$ cat src/rtl/dram_axi_rd_ctrl_pkg.sv
// dram_axi_rd_ctrl_pkg: MIG command codes, line geometry and FSM state shared by the DRAM AXI read and write paths
package dram_axi_rd_ctrl_pkg;
  localparam logic [2:0] MIG_CMD_READ = 3'b001;
  localparam logic [2:0] MIG_CMD_WRITE = 3'b000;
  localparam int BEATS_PER_LINE = 4;
  localparam int LINE_W = 128;
  typedef enum logic {RD_IDLE, RD_BURST} rd_state_e;
  function automatic logic [31:0] line_word(input logic [LINE_W-1:0] l, input logic [1:0] i);
    return l[32*i +: 32];
  endfunction
endpackage

$ cat src/rtl/dram_sync_fifo.sv
// dram_sync_fifo: show-ahead synchronous FIFO, dout is the head entry whenever !empty
module dram_sync_fifo #(
  parameter int W = 8,
  parameter int DEPTH = 4
) (
  input  logic         clk,
  input  logic         rst,
  input  logic         push,
  input  logic [W-1:0] din,
  input  logic         pop,
  output logic [W-1:0] dout,
  output logic         full,
  output logic         empty
);
  localparam int AW = $clog2(DEPTH);
  localparam int PW = AW + 1;
  logic [W-1:0] mem [DEPTH];
  logic [PW-1:0] wr_q, wr_d, rd_q, rd_d;
  always_comb begin
    full = (wr_q[AW] != rd_q[AW]) && (wr_q[AW-1:0] == rd_q[AW-1:0]);
    empty = wr_q == rd_q;
    dout = mem[rd_q[AW-1:0]];
    wr_d = wr_q + PW'(push && !full);
    rd_d = rd_q + PW'(pop && !empty);
  end
  always_ff @(posedge clk or posedge rst)
    if (rst) begin
      wr_q <= '0;
      rd_q <= '0;
    end else begin
      wr_q <= wr_d;
      rd_q <= rd_d;
    end
  always_ff @(posedge clk)
    if (push && !full) mem[wr_q[AW-1:0]] <= din;
endmodule

$ cat src/rtl/dram_axi_rd_ctrl.sv
// dram_axi_rd_ctrl: AXI read slave issuing MIG read commands and replaying each 128-bit line as a 4-beat burst, critical word first
module dram_axi_rd_ctrl
  import dram_axi_rd_ctrl_pkg::*;
#(
  parameter int ID_W = 4,
  parameter int OUTSTD = 4,
  parameter int APP_AW = 28
) (
  input  logic              clk,
  input  logic              rst,
  input  logic              arvalid,
  output logic              arready,
  input  logic [ID_W-1:0]   arid,
  input  logic [31:0]       araddr,
  output logic              rvalid,
  input  logic              rready,
  output logic [ID_W-1:0]   rid,
  output logic [31:0]       rdata,
  output logic              rlast,
  output logic [APP_AW-1:0] app_addr,
  output logic [2:0]        app_cmd,
  output logic              app_en,
  input  logic              app_rdy,
  input  logic [LINE_W-1:0] app_rd_data,
  input  logic              app_rd_data_end,
  input  logic              app_rd_data_valid,
  output logic              busy
);
  localparam int OW = $clog2(OUTSTD) + 1;
  localparam int TW = ID_W + 2;
  logic [TW-1:0] tag_dout;
  logic [LINE_W-1:0] line_dout, line_q, line_d;
  logic tag_full, tag_empty, line_full, line_empty;
  logic ar_hs, r_hs, last_hs, load, unused;
  rd_state_e state_q, state_d;
  logic [1:0] beat_q, beat_d, w_q, w_d;
  logic [OW-1:0] outst_q, outst_d;
  logic app_en_q, app_en_d, rvalid_q, rvalid_d, rlast_q, rlast_d;
  logic [APP_AW-1:0] app_addr_q, app_addr_d;
  logic [2:0] app_cmd_q;
  logic [ID_W-1:0] rid_q, rid_d;
  logic [31:0] rdata_q, rdata_d;
  assign unused = &{1'b0, app_rd_data_end, tag_full, araddr[31:28], araddr[1:0]};
  dram_sync_fifo #(.W(TW), .DEPTH(OUTSTD)) u_tag_fifo (
    .clk, .rst, .push(ar_hs), .din({arid, araddr[3:2]}), .pop(load),
    .dout(tag_dout), .full(tag_full), .empty(tag_empty)
  );
  dram_sync_fifo #(.W(LINE_W), .DEPTH(OUTSTD)) u_line_fifo (
    .clk, .rst, .push(app_rd_data_valid), .din(app_rd_data), .pop(load),
    .dout(line_dout), .full(line_full), .empty(line_empty)
  );
  // The head line is moved into line_q when its burst starts, so the FIFO head is already the next line at rlast
  always_comb begin
    arready = !app_en_q && (outst_q < OW'(OUTSTD));
    ar_hs = arvalid && arready;
    r_hs = rvalid_q && rready;
    last_hs = r_hs && rlast_q;
    load = (state_q == RD_IDLE || last_hs) && !tag_empty && !line_empty;
    outst_d = outst_q + OW'(ar_hs) - OW'(last_hs);
    app_en_d = ar_hs || (app_en_q && !app_rdy);
    app_addr_d = ar_hs ? APP_AW'({1'b0, araddr[27:4], 3'b000}) : app_addr_q;
    state_d = load ? RD_BURST : last_hs ? RD_IDLE : state_q;
    beat_d = load ? 2'd0 : r_hs ? beat_q + 2'd1 : beat_q;
    w_d = load ? tag_dout[1:0] : w_q;
    line_d = load ? line_dout : line_q;
    rid_d = load ? tag_dout[TW-1:2] : rid_q;
    rvalid_d = load || (rvalid_q && !last_hs);
    rlast_d = load ? 1'b0 : r_hs ? beat_q == 2'(BEATS_PER_LINE - 2) : rlast_q;
    rdata_d = load ? line_word(line_dout, tag_dout[1:0]) : r_hs ? line_word(line_q, w_q + beat_q + 2'd1) : rdata_q;
  end
  always_ff @(posedge clk or posedge rst)
    if (rst) begin
      state_q <= RD_IDLE;
      beat_q <= '0;
      w_q <= '0;
      outst_q <= '0;
      app_en_q <= 1'b0;
      app_addr_q <= '0;
      app_cmd_q <= '0;
      line_q <= '0;
      rid_q <= '0;
      rvalid_q <= 1'b0;
      rlast_q <= 1'b0;
      rdata_q <= '0;
    end else begin
      state_q <= state_d;
      beat_q <= beat_d;
      w_q <= w_d;
      outst_q <= outst_d;
      app_en_q <= app_en_d;
      app_addr_q <= app_addr_d;
      app_cmd_q <= MIG_CMD_READ;
      line_q <= line_d;
      rid_q <= rid_d;
      rvalid_q <= rvalid_d;
      rlast_q <= rlast_d;
      rdata_q <= rdata_d;
    end
  assign app_en = app_en_q;
  assign app_addr = app_addr_q;
  assign app_cmd = app_cmd_q;
  assign rvalid = rvalid_q;
  assign rid = rid_q;
  assign rdata = rdata_q;
  assign rlast = rlast_q;
  assign busy = (outst_q != '0) || app_en_q;
  a_no_unsolicited: assert property (@(posedge clk) disable iff (rst)
    !(app_rd_data_valid && (line_full || tag_empty)));
endmodule

$ cat config.mk
export PLATFORM = sky130hd
export DESIGN_NAME = dram_axi_rd_ctrl
export DESIGN_NICKNAME = d
export VERILOG_FILES = /design/src/rtl/dram_axi_rd_ctrl_pkg.sv /design/src/rtl/dram_sync_fifo.sv /design/src/rtl/dram_axi_rd_ctrl.sv
export SDC_FILE = /design/constraint.sdc
export NUM_CORES = 1
export LEC_CHECK = 0
export BUFFER_PORTS_ARGS = -buffer_cell sky130_fd_sc_hd__buf_2
export CORE_MARGIN = 2
export CORE_UTILIZATION = 60
export CTS_BUF_LIST = sky130_fd_sc_hd__clkbuf_4 sky130_fd_sc_hd__clkbuf_8 sky130_fd_sc_hd__clkbuf_16
export DETAILED_ROUTE_END_ITERATION = 16
export PLACE_DENSITY = 0.8
export SETUP_SLACK_MARGIN = 0.5
export SYNTH_ARGS = -nofsm -noshare
export SYNTH_HDL_FRONTEND = slang
export SYNTH_SLANG_ARGS = --single-unit
$ cat constraint.sdc
create_clock -name clk -period 13.5 [get_ports clk]
set_input_delay 2.7 -clock clk [delete_from_list [all_inputs] [get_ports clk]]
set_output_delay 2.7 -clock clk [all_outputs]
set_load 0.05 [all_outputs]
# Word level (Yosys, flattened, before mapping)
# Memory sizes are Yosys's and may differ from the RTL's.
# Index checks and enable logic that the tools add are counted.
# word_totals
out_inout_bits,72
in_bits,171
wordCells,78
ramBits,536
reg_bits,212
rom_bits,0
mem_count,2
latchBits,0
# op_classes
order_cmp,1
n_mul,0
n_shift,2
div_mod_pow,0
n_eq_ne,7
muxes,12
bitwise_logic,1
reduce_logical,28
n_addsub,9
# mem_list
name,words,word_bits,rd,rd_clocked_by_memory_dff,write_ports,line,text
u_line_fifo.mem,4,128,1,0,1,dram_sync_fifo.sv:17,logic [W-1:0] mem [DEPTH];
u_tag_fifo.mem,4,6,1,0,1,dram_sync_fifo.sv:17,
# op_table
op,n
$shiftx 128x8->32,2
$mux 32,2
$add 3x1->3,5
$logic_and 1x1->1,14
$mux 1,8
$logic_not 1->1,7
$eq 3x3->1,2
$add 2x1->2 const B,2
$eq 2x2->1,2
$logic_or 1x1->1,4
$mux 2,2
$reduce_bool 2->1,2
$lt 3x3->1 const B,1
$reduce_bool 3->1,1
$sub 3x1->3,1
$add 2x2->2,1
$eq 2x2->1 const B,1
$ne 1x1->1,2
$not 1->1,1

# Logic depth before layout (Yosys ltp)
# Gate-level depths: netlist (run 1).
# logic_depth
word_depth,7
depth_mapped,11
ltp_nobuf,8

# Hierarchy
# From an unflattened synthesis (run 1), not the netlist that was laid out.
# hier_totals
hier_cells,1685
hier_area_um2,29565.9
# by_module_without_submodules
module,n_inst,seq_area_each_um2,area_per_inst_um2,cells_per_inst
dram_sync_fifo at u_line_fifo,1,15524.9,18933.2,700
dram_axi_rd_ctrl,1,5004.8,9405.3,922
dram_sync_fifo at u_tag_fifo,1,870.8,1227.4,63

# Worst setup path after synthesis (run 1)
# Ideal clock, no wire load.
# synth_timing
path_kind,in2reg
start,input port app_rd_data_valid
end,memory u_line_fifo.mem[0][0] (netlist name) (enable)
n_path_buf,0
path_slack_ns,0.535
setup_time_ns,0.798
t_arrival_ns,12.166
cell_stages,2
required_ns,12.702
path_cell_list,o21a_1 > nor3b_1
# synth_between
elab_chain_cells,3
# synth_lines
element,line,text
start: declaration,dram_axi_rd_ctrl.sv:26,"input logic app_rd_data_valid,"
$logic_and 1x1->1,dram_sync_fifo.sv:35,if (push && !full) mem[wr_q[AW-1:0]] <= din;
$mux 1,dram_sync_fifo.sv:35,
$mux 1 (not written as such),dram_sync_fifo.sv:35,
end: declaration,dram_sync_fifo.sv:17,
# Every way passes these cells.

# Worst setup path in the final report (run 1)
# layout_timing
start,input port rready
end,register line_q[25]
# layout_between
elab_chain_cells,5
# layout_lines
element,line,text
start: declaration,dram_axi_rd_ctrl.sv:16,"input logic rready,"
$logic_and 1x1->1,dram_axi_rd_ctrl.sv:56,r_hs = rvalid_q && rready;
$logic_and 1x1->1,dram_axi_rd_ctrl.sv:57,last_hs = r_hs && rlast_q;
$logic_or 1x1->1,dram_axi_rd_ctrl.sv:58,load = (state_q == RD_IDLE || last_hs) && !tag_empty && !line_empty;
$logic_and 1x1->1 (2 in a row),dram_axi_rd_ctrl.sv:58,
end signal: assignment,dram_axi_rd_ctrl.sv:93,line_q <= line_d;
end: declaration,dram_axi_rd_ctrl.sv:32,"logic [LINE_W-1:0] line_dout, line_q, line_d;"
# Every way passes these cells.
# A chain may end at the register's enable or synchronous reset.

==> results of run 1 <==
synth_stat cells, drive strengths merged (16+ instances only):
library cell    n
a211oi         27
a22o           16
a22oi          17
buf            66
clkbuf         44
dfrtp         212
edfxtp        536
inv            27
mux2i          90
mux4          140
nand2         508
nor2           49
o21ai          16
o221a          17
sequential cells by signal, indices dropped and copies added (netlist names), 3 cells and up:
register	count
u_line_fifo.mem	512
app_addr	24
u_line_fifo.wr_q	3
u_line_fifo.rd_q	3
u_tag_fifo.wr_q	3
u_tag_fifo.rd_q	3
rdata	32
outst_q	3
rid	4
u_tag_fifo.mem	24
line_q	128
layer usage:
layer	global-route usage	vias up	wire length, um
met3	0.0684	133	6530
met5	0	-	124
met4	0.0959	20	1780
li1	-	7405	-
met1	0.380	8818	27200
met2	0.414	900	33100
how the worst min path moves through the flow:
| stage | end | slack [ns] | cells past startpoint |
|---|---|---|---|
| 6_report | app_addr[13] | 0.47 | 2 |
| 5_1_grt | app_addr[12] | 0.49 | 2 |
| 4_1_cts | line_q[116] | 0.47 | 2 |
| 3_5_place_dp | line_q[125] | 0.45 | 2 |
| 3_3_place_gp | line_q[117] | 0.45 | 2 |
| 2_1_floorplan | line_q[113] | 0.44 | 2 |
per-stage QoR:
stage | std cells | utilization | power, mW | setup slack (ns)
after floorplan | 1877 | - | 3.23 | 0.535
after global placement | 2683 | 0.644 | 3.34 | 7.91
after detailed placement | 2683 | 0.644 | 3.38 | 7.72
after CTS | 2817 | 0.695 | 5.45 | 8.26
after global routing | 2829 | 0.695 | 5.58 | 7.86
final | 2836 | 0.696 | 5.42 | 8.06
tightest hold or removal path, cell delays in order, from the launching register on:
cell,delay (ns)
dfrtp_1,0.33
nand2_1,0.05
nand2_1,0.06
kinds of logic after synthesis:
kind of cell,after synthesis
xor+xnor,16
other cells,2
flops,748
mux,230
buf+inv,137
simple gates,585
fa+ha+maj,13
compound gates,141
power by group through the flow:
| stage | Clock [mW] | Combinational [mW] | Sequential (mW) |
|---|---|---|---|
| final | 2.08 | 0.441 | 2.90 |
| after global routing | 2.19 | 0.474 | 2.92 |
| after CTS | 2.10 | 0.448 | 2.90 |
| after detailed placement | 0 | 0.441 | 2.94 |
| after global placement | 0 | 0.430 | 2.91 |
| after floorplan | 0 | 0.254 | 2.98 |
area by class of cell:
class                   count  area [um^2]
flip-flops and latches    748        21400
fillers                  3066        14900
multi-input cells         992         7830
clock buffers             110         2240
repair buffers            252         1330
well taps                 664          831
clock inverters            24          253
inverters                  27          111
diodes                     19         47.5
==> summary.txt, run 1 <==
Drt
  • Antenna Violating Nets Remaining: 0
  • Vias/cell: 6.09
  • Drt pass-1 iters: 7
  • Initial drt markers: 1818
  • Drt total wl: 68.8 mm
  • Wire per inst: 24.2 um
  • Drt drc: 0
  • Via count: 17300

Worst setup path
  • Critical-path top delay cell: buf_4
  • R2r worst-path depth: 7
  • Reg-to-reg startpoint: u_tag_fifo.rd_q[0]
  • CP arrival: 5.96 ns
  • Worst Setup End Kind: flip-flop
  • Max incr delay on CP: 0.93 ns
  • WP buf/inv: 3
  • Top delay family on crit path: buffers and inverters
  • Critical Path RT: 14.02 ns
  • CP endpoint: line_q[25]
  • CP Launch Type: primary input
  • Worst r2r dst: line_q[25]
  • CP startpoint: rready
  • Worst reg-to-reg setup slack: 9.54 ns
  • Critical path depth: 8
  • Most used cell, CP: nand2_1
  • Critical path, cell by cell: buf_2 -> nand3_1 -> a32oi_1 -> nand2_4 -> inv_4 -> buf_4 -> nand2_1 -> nand2_1
  • Critical path class: primary input to flip-flop
  • Largest fanout on the critical path: 103

Worst hold path
  • Hold_sp: app_addr[13]
  • HP Class: flip-flop to flip-flop

Global routing
  • Number of global-route vias before repair: 17300
  • Initial antenna violation count: 29
  • First-pass GRT wire length: 103 mm
  • Tot GR Track Use: 0.269
  • Largest net degree at the start of global routing: 137
  • Total grt overflow: 0

Timing
  • Setup TNS: 0 ns
  • WHS: 0.467 ns
  • Max Fclk: 184 MHz
  • Pins over their slew limit: 0
  • Period utilization: 0.403
  • Final clock skew: 0.0267 ns
  • Minimum clock period: 5.44 ns
  • Headroom to the max-slew limit: 0.218
  • Endpoints failing setup: 0
  • RSZ-0062 raised after global routing: no
  • Slew @ Worst Pin: 1.17 ns
  • Fin. Hold Viols: 0

Synth
  • Cell count after synthesis: 1872
  • Yosys warns: 0
  • Synthesized area: 29800 um^2
  • Dominant cells by area after synthesis: edfxtp_1, dfrtp_1, mux4_2, nand2_1, mux2i_1
  • Synth Area in Adders: 0.00571
  • Mean Syn Cell Area: 15.9 um^2
  • Largest family of logic cells by synthesized area: multiplexers
  • Ys flop type: edfxtp_1
  • Multiplexer share of the synthesized area: 0.136
  • Area share of the largest cell type after synthesis: 0.540
  • Seq cells post-synth: 748
  • Dominant cell type by area after synthesis: edfxtp_1
  • Async set-reset flop share out of synthesis: 0.283
  • Compound-Gate Fraction of Synth Area: 0.0360
  • XOR/XNOR Fraction of Synth Area: 0.00567
  • Number of synthesized flops with an enable pin: 536
  • Synth cell types: 43
  • Synth Area in Simple Gates: 0.0761
  • Sequential area share after synthesis: 0.718

CTS
  • Num CTS Buffers: 74
  • Clk Latency, worst-skew pair: 0.60 ns
  • Clock Sinks: 748
  • Clock Path Buffers: 3
  • Post-CTS resize count: 0
  • Hold Buf Count CTS: 0
  • H-tree Lvls: 3
  • TritonCTS clock tree: yes
  • Post-CTS Setup Inserts: 0
  • CTS root buffer: clkbuf_16
  • Reg clk slew, reported paths: 0.06 ns

Pwr
  • Sw Ratio: 0.227
  • P_int: 4.19 mW
  • Pwr dens: 159 nW/um^2
  • Sw power: 1.23 mW
  • VDD IR max: 93.9 uV
  • Clock share of power: 0.383
  • Combinational power share: 0.082
  • Leakage power figure: 13.6 nW
  • Register share of total power: 0.535

Placement
  • Placed cell areas: 31500 um^2
  • Port bufs: 229
  • DP HPWL: 40.3 mm
  • RePlAce Congestion: 0.828

Floorplan
  • Top Ports: 243
  • Die height: 227 um
  • Core ar.: 49000 um^2
  • # rows: 81
  • Die X: 227 um
  • Die ar.: 51400 um^2
  • Starting density of the core: 0.609

Run
  • Number of max-cap violations: 0

Outcome
  • Outcome: complete, no violations

Finish
  • Cell area after layout: 34000 um^2
  • Most common cell after layout, fill and taps aside: edfxtp_1
  • Commonest non-fill, non-tap cells in the layout: edfxtp_1, nand2_1, buf_2
  • P&R area growth vs syn: 14.3%
  • # nets final: 2279
  • Share of layout cells above drive strength 1: 0.255
(Power assumes the default switching activity.)
==> run 2, diff against run 1 <==
--- a/config.mk
+++ b/config.mk
@@ -7,10 +7,10 @@
 export LEC_CHECK = 0
 export BUFFER_PORTS_ARGS = -buffer_cell sky130_fd_sc_hd__buf_2
 export CORE_MARGIN = 2
-export CORE_UTILIZATION = 60
+export CORE_UTILIZATION = 54
 export CTS_BUF_LIST = sky130_fd_sc_hd__clkbuf_4 sky130_fd_sc_hd__clkbuf_8 sky130_fd_sc_hd__clkbuf_16
 export DETAILED_ROUTE_END_ITERATION = 16
-export PLACE_DENSITY = 0.8
+export PLACE_DENSITY = 0.76
 export SETUP_SLACK_MARGIN = 0.5
 export SYNTH_ARGS = -nofsm -noshare
 export SYNTH_HDL_FRONTEND = slang
==> constraint.sdc (replaced) <==
create_clock -name clk -period 4.87 [get_ports clk]
set_input_delay 0.974 -clock clk [delete_from_list [all_inputs] [get_ports clk]]
set_output_delay 0.974 -clock clk [all_outputs]
set_load 0.05 [all_outputs]
==> run 2 against run 1 <==
Compared with the run above: cell count grew 1.4%; sequential cell count unchanged; critical path type is now flip-flop to flip-flop; count of clock-buffer cells in the layout shrank 5; largest power group unchanged; critical endpoint is now line_q[22]; global-route usage shrank 3.5 points; total power grew to 2.7 times the previous value; worst hold slack worse by 0.14 ns; via count fell by 3.5%; routed wire length down 4.0%; clock skew decreased by 0.0023 ns; utilization shrank 7.2 points.
==> summary.txt, run 2 (same netlist as run 1, synthesis figures left out) <==
Timing
  • Final clock skew: 0.0245 ns
  • RSZ-0062 raised after global routing: no
  • Setup TNS: 0 ns
  • Headroom to the max-slew limit: 0.253
  • Period utilization: 0.674
  • Slew @ Worst Pin: 1.12 ns
  • Endpoints failing setup: 0
  • Max Fclk: 305 MHz
  • Minimum clock period: 3.28 ns
  • WHS: 0.329 ns
  • Fin. Hold Viols: 0
  • Pins over their slew limit: 0

Worst setup path
  • Largest fanout on the critical path: 68
  • Critical path class: flip-flop to flip-flop
  • CP Launch Type: flip-flop
  • CP arrival: 3.81 ns
  • Critical Path RT: 5.40 ns
  • Worst Setup End Kind: flip-flop

Finish
  • P&R area growth vs syn: 14.7%
  • Commonest non-fill, non-tap cells in the layout: edfxtp_1, nand2_1, buf_2
  • Post-layout util: 0.624
  • Cell area after layout: 34200 um^2
  • # nets final: 2284
  • Largest register FFs: 512
  • Share of layout cells above drive strength 1: 0.256
  • Most common cell after layout, fill and taps aside: edfxtp_1

Global routing
  • First-pass GRT wire length: 100 mm
  • Number of global-route vias before repair: 16800
  • Initial antenna violation count: 32
  • Tot GR Track Use: 0.235
  • Largest net degree at the start of global routing: 134
  • Total grt overflow: 0

CTS
  • Clock Path Buffers: 3
  • Clock Sinks: 748
  • H-tree Lvls: 3
  • TritonCTS clock tree: yes
  • Post-CTS resize count: 0
  • Post-CTS Setup Inserts: 0
  • Reg clk slew, reported paths: 0.06 ns
  • Num CTS Buffers: 73
  • CTS root buffer: clkbuf_16
  • Clk Latency, worst-skew pair: 0.62 ns
  • Hold Buf Count CTS: 0

Pwr
  • P_int: 11.4 mW
  • Total power: 14.8 mW
  • Sw Ratio: 0.228
  • Pwr dens: 434 nW/um^2
  • Leakage power figure: 13.6 nW
  • Sw power: 3.39 mW
  • Register share of total power: 0.540
  • Combinational power share: 0.085
  • Clock share of power: 0.375
  • VDD IR max: 397 uV

Drt
  • Via count: 16700
  • Initial drt markers: 1567
  • Drt total wl: 66.0 mm
  • Antenna Violating Nets Remaining: 0
  • Drt pass-1 iters: 5
  • Drt drc: 0
  • Vias/cell: 5.79
  • Wire per inst: 22.9 um

Floorplan
  • Die X: 239 um
  • # rows: 86
  • Core ar.: 54800 um^2
  • Starting density of the core: 0.544
  • Die height: 239 um
  • Top Ports: 243
  • Die ar.: 57100 um^2

Run
  • Number of max-cap violations: 0

Placement
  • RePlAce Congestion: 0.793
  • DP HPWL: 40.0 mm
  • Placed cell areas: 31700 um^2
  • Port bufs: 229

Outcome
  • Outcome: complete, no violations

Worst hold path
  • HP Class: primary input to asynchronous set/reset pin
## run 2: cell type report
class                           instances  area, um^2
Clock buffer                          105        2180
Multi-Input combinational cell        992        7830
Clock inverter                         30         238
Antenna cell                           13        32.5
Timing Repair Buffer                  258        1480
Fill cell                            3806       20600
Tap cell                              704         881
Sequential cell                       748       21400
Inverter                               27         108
## run 2: final timing paths
path | from | end | slack [ns] | depth (start not counted)
worst max-delay path | u_line_fifo.rd_q[1] | line_q[22] | 1.59 | 7
worst min-delay path | rst | app_cmd[0] | 0.33 | 2
worst max register to register | u_line_fifo.rd_q[1] | line_q[22] | 1.59 | 7
worst min register to register | line_q[117] | line_q[117] | 0.47 | 2
max in group asynchronous | rst | line_q[39] | 3.32 | 3
min in group clk | line_q[117] | line_q[117] | 0.47 | 2
## run 2: power groups by stage
stage	clock, mW	combinational, mW	sequential [mW]
after floorplan	0	0.710	8.14
after global placement	0	1.26	8.06
after detailed placement	0	1.28	8.13
after CTS	5.67	1.29	8.01
after global routing	5.92	1.36	8.06
final	5.56	1.26	8.01
## run 2: layer usage
layer	vias to the layer above	part of all wire	track usage
li1	7393	-	-
met1	8418	0.41	0.325
met2	689	0.47	0.362
met3	134	0.089	0.0657
met4	30	0.027	0.0830
met5	-	0.0026	0
## run 2: critical path: stages (launching register included)
cell,delay [ns]
dfrtp_4,0.84
xnor2_1,0.22
nand3_1,0.27
nand2_4,0.27
buf_4,0.58
buf_4,0.70
nand2_1,0.15
nand2_1,0.11
## run 2: per-stage QoR
stage | instances | setup WS, ns
6_report | 2877 | 1.59
5_1_grt | 2872 | 1.39
4_1_cts | 2864 | 1.55
3_5_place_dp | 2729 | 1.42
3_3_place_gp | 2729 | 1.56
2_1_floorplan | 1877 | -0.121
==> run 3, diff against run 2 <==
==> constraint.sdc (replaced) <==
create_clock -name clk -period 3 [get_ports clk]
set_input_delay 0.6 -clock clk [delete_from_list [all_inputs] [get_ports clk]]
set_output_delay 0.6 -clock clk [all_outputs]
set_load 0.05 [all_outputs]
==> run 3 against run 2 <==
Compared with the run above: routed wire length grew 2.0%; clock power is 76% higher; combinational power up 71%; sequential cell count stayed put; global-route usage grew 0.24 points; highest routed layer unchanged.
==> summary.txt, run 3 (same netlist as run 1, synthesis figures left out) <==
Outcome
  • Outcome: complete, no violations

Worst setup path
  • Worst reg-to-reg setup slack: 0.58 ns
  • CP arrival: 2.92 ns
  • Worst r2r dst: rdata[22]
  • R2r worst-path depth: 7
  • Critical-path top delay cell: dfrtp_1
  • CP Launch Type: flip-flop
  • Critical Path RT: 3.50 ns
  • Worst Setup End Kind: flip-flop
  • Reg-to-reg startpoint: w_q[1]
  • CP startpoint: w_q[1]
  • Critical path, cell by cell: buf_4 -> xnor3_1 -> buf_12 -> and2_1 -> a211oi_1 -> a31oi_1 -> o221a_2
  • Critical path class: flip-flop to flip-flop
  • Largest fanout on the critical path: 41
  • CP endpoint: rdata[22]
  • Max incr delay on CP: 0.47 ns

Timing
  • Final clock skew: 0.0246 ns
  • Max Fclk: 413 MHz
  • Headroom to the max-slew limit: 0.464
  • Setup TNS: 0 ns
  • Pins over their slew limit: 0
  • Endpoints failing setup: 0
  • Slew @ Worst Pin: 0.802 ns
  • Worst Slack Setup Final: 0.579 ns
  • WHS: 0.125 ns
  • Period utilization: 0.807
  • RSZ-0062 raised after global routing: no
  • Minimum clock period: 2.42 ns
  • Fin. Hold Viols: 0

Finish
  • # nets final: 2313
  • Commonest non-fill, non-tap cells in the layout: edfxtp_1, nand2_1, buf_2
  • Post-layout util: 0.636
  • Share of layout cells above drive strength 1: 0.272
  • Most common cell after layout, fill and taps aside: edfxtp_1
  • Largest register FFs: 512
  • P&R area growth vs syn: 16.9%

Global routing
  • Largest net degree at the start of global routing: 131
  • Total grt overflow: 0
  • Initial antenna violation count: 27
  • First-pass GRT wire length: 102 mm
  • Number of global-route vias before repair: 17300
  • Tot GR Track Use: 0.237

CTS
  • H-tree Lvls: 3
  • TritonCTS clock tree: yes
  • Num CTS Buffers: 77
  • CTS root buffer: clkbuf_16
  • Hold Buf Count CTS: 0
  • Clock Path Buffers: 3
  • Reg clk slew, reported paths: 0.06 ns
  • Clk Latency, worst-skew pair: 0.63 ns
  • Clock Sinks: 748

Worst hold path
  • HP Class: primary input to asynchronous set/reset pin

Placement
  • DP HPWL: 41.2 mm
  • Port bufs: 229
  • Pre-CTS WS: 0.477 ns
  • RePlAce Congestion: 0.823

Floorplan
  • # rows: 86
  • Die height: 239 um
  • Top Ports: 243
  • Die X: 239 um
  • Core ar.: 54800 um^2
  • Starting density of the core: 0.544
  • Die ar.: 57100 um^2

Drt
  • Vias/cell: 5.87
  • Initial drt markers: 1516
  • Wire per inst: 23.2 um
  • Via count: 17100
  • Drt drc: 0
  • Drt pass-1 iters: 5
  • Antenna Violating Nets Remaining: 0
  • Drt total wl: 67.3 mm

Pwr
  • VDD IR max: 542 uV
  • Leakage power figure: 13.9 nW
  • Pwr dens: 717 nW/um^2
  • Total power: 25.0 mW

Run
  • Number of max-cap violations: 0
## run 3: changes by cell type in the layout (fill, tap and decap cells not counted), sizes merged
| cell | change |
|---|---|
| clkbuf | -7 |
| xor3 | +1 |
| buf | +22 |
| bufinv | +5 |
| clkinvlp | +3 |
| clkinv | +4 |
| inv | +5 |
| diode | -1 |
## run 3: area by class of cell
type / instances / area (um^2)
sequential: 748 / 21400
antenna: 12 / 30.0
clock inverter: 47 / 489
clock buffer: 96 / 2150
inverter: 27 / 108
fill: 3836 / 20000
multi-input combinational: 993 / 7890
tap: 704 / 881
timing repair buffer: 282 / 1860
## run 3: report_power, final
part / switching, mW / internal, mW
sequential: 0.321 / 12.7
combinational: 1.46 / 0.688
clock: 4.04 / 5.77
total: 5.83 / 19.1
## run 3: how the worst min path moves through the flow
stage                            from           to  slack (ns)
final                             rst   line_q[57]        0.12
after global routing              rst   line_q[57]        0.16
after CTS                         rst   line_q[94]        0.13
after detailed placement  line_q[124]  line_q[124]        0.45
after global placement    line_q[113]  line_q[113]        0.45
after floorplan           line_q[113]  line_q[113]        0.44
## run 3: critical path, delay by kind of cell, from the launching register on
family	cells	cell delay, ns
flops	1	0.47
compound gates	3	0.68
xor+xnor	1	0.46
buf+inv	2	0.48
simple gates	1	0.19
## run 3: stage by stage
step | instance area, um^2 | std cells
after global routing | 34800 | 2905
after CTS | 34600 | 2889
final | 34800 | 2909
after detailed placement | 32000 | 2746
after floorplan | 29900 | 1877
after global placement | 32000 | 2746
## run 3: per-layer routing
layer  GRT usage  share of wire  up-vias
met1       0.328           0.41     8632
met3      0.0635          0.088      157
met4      0.0979          0.032       24
met2       0.360           0.47      776
li1            -              -     7475
met5           0         0.0020        -
## run 3: what timing repair did
action | 4_1_cts | 5_1_grt
cloned | 0 | 3
gates resized for setup | 1 | 9
setup endpoints to repair | 37 | 143
buffers inserted | 0 | 5
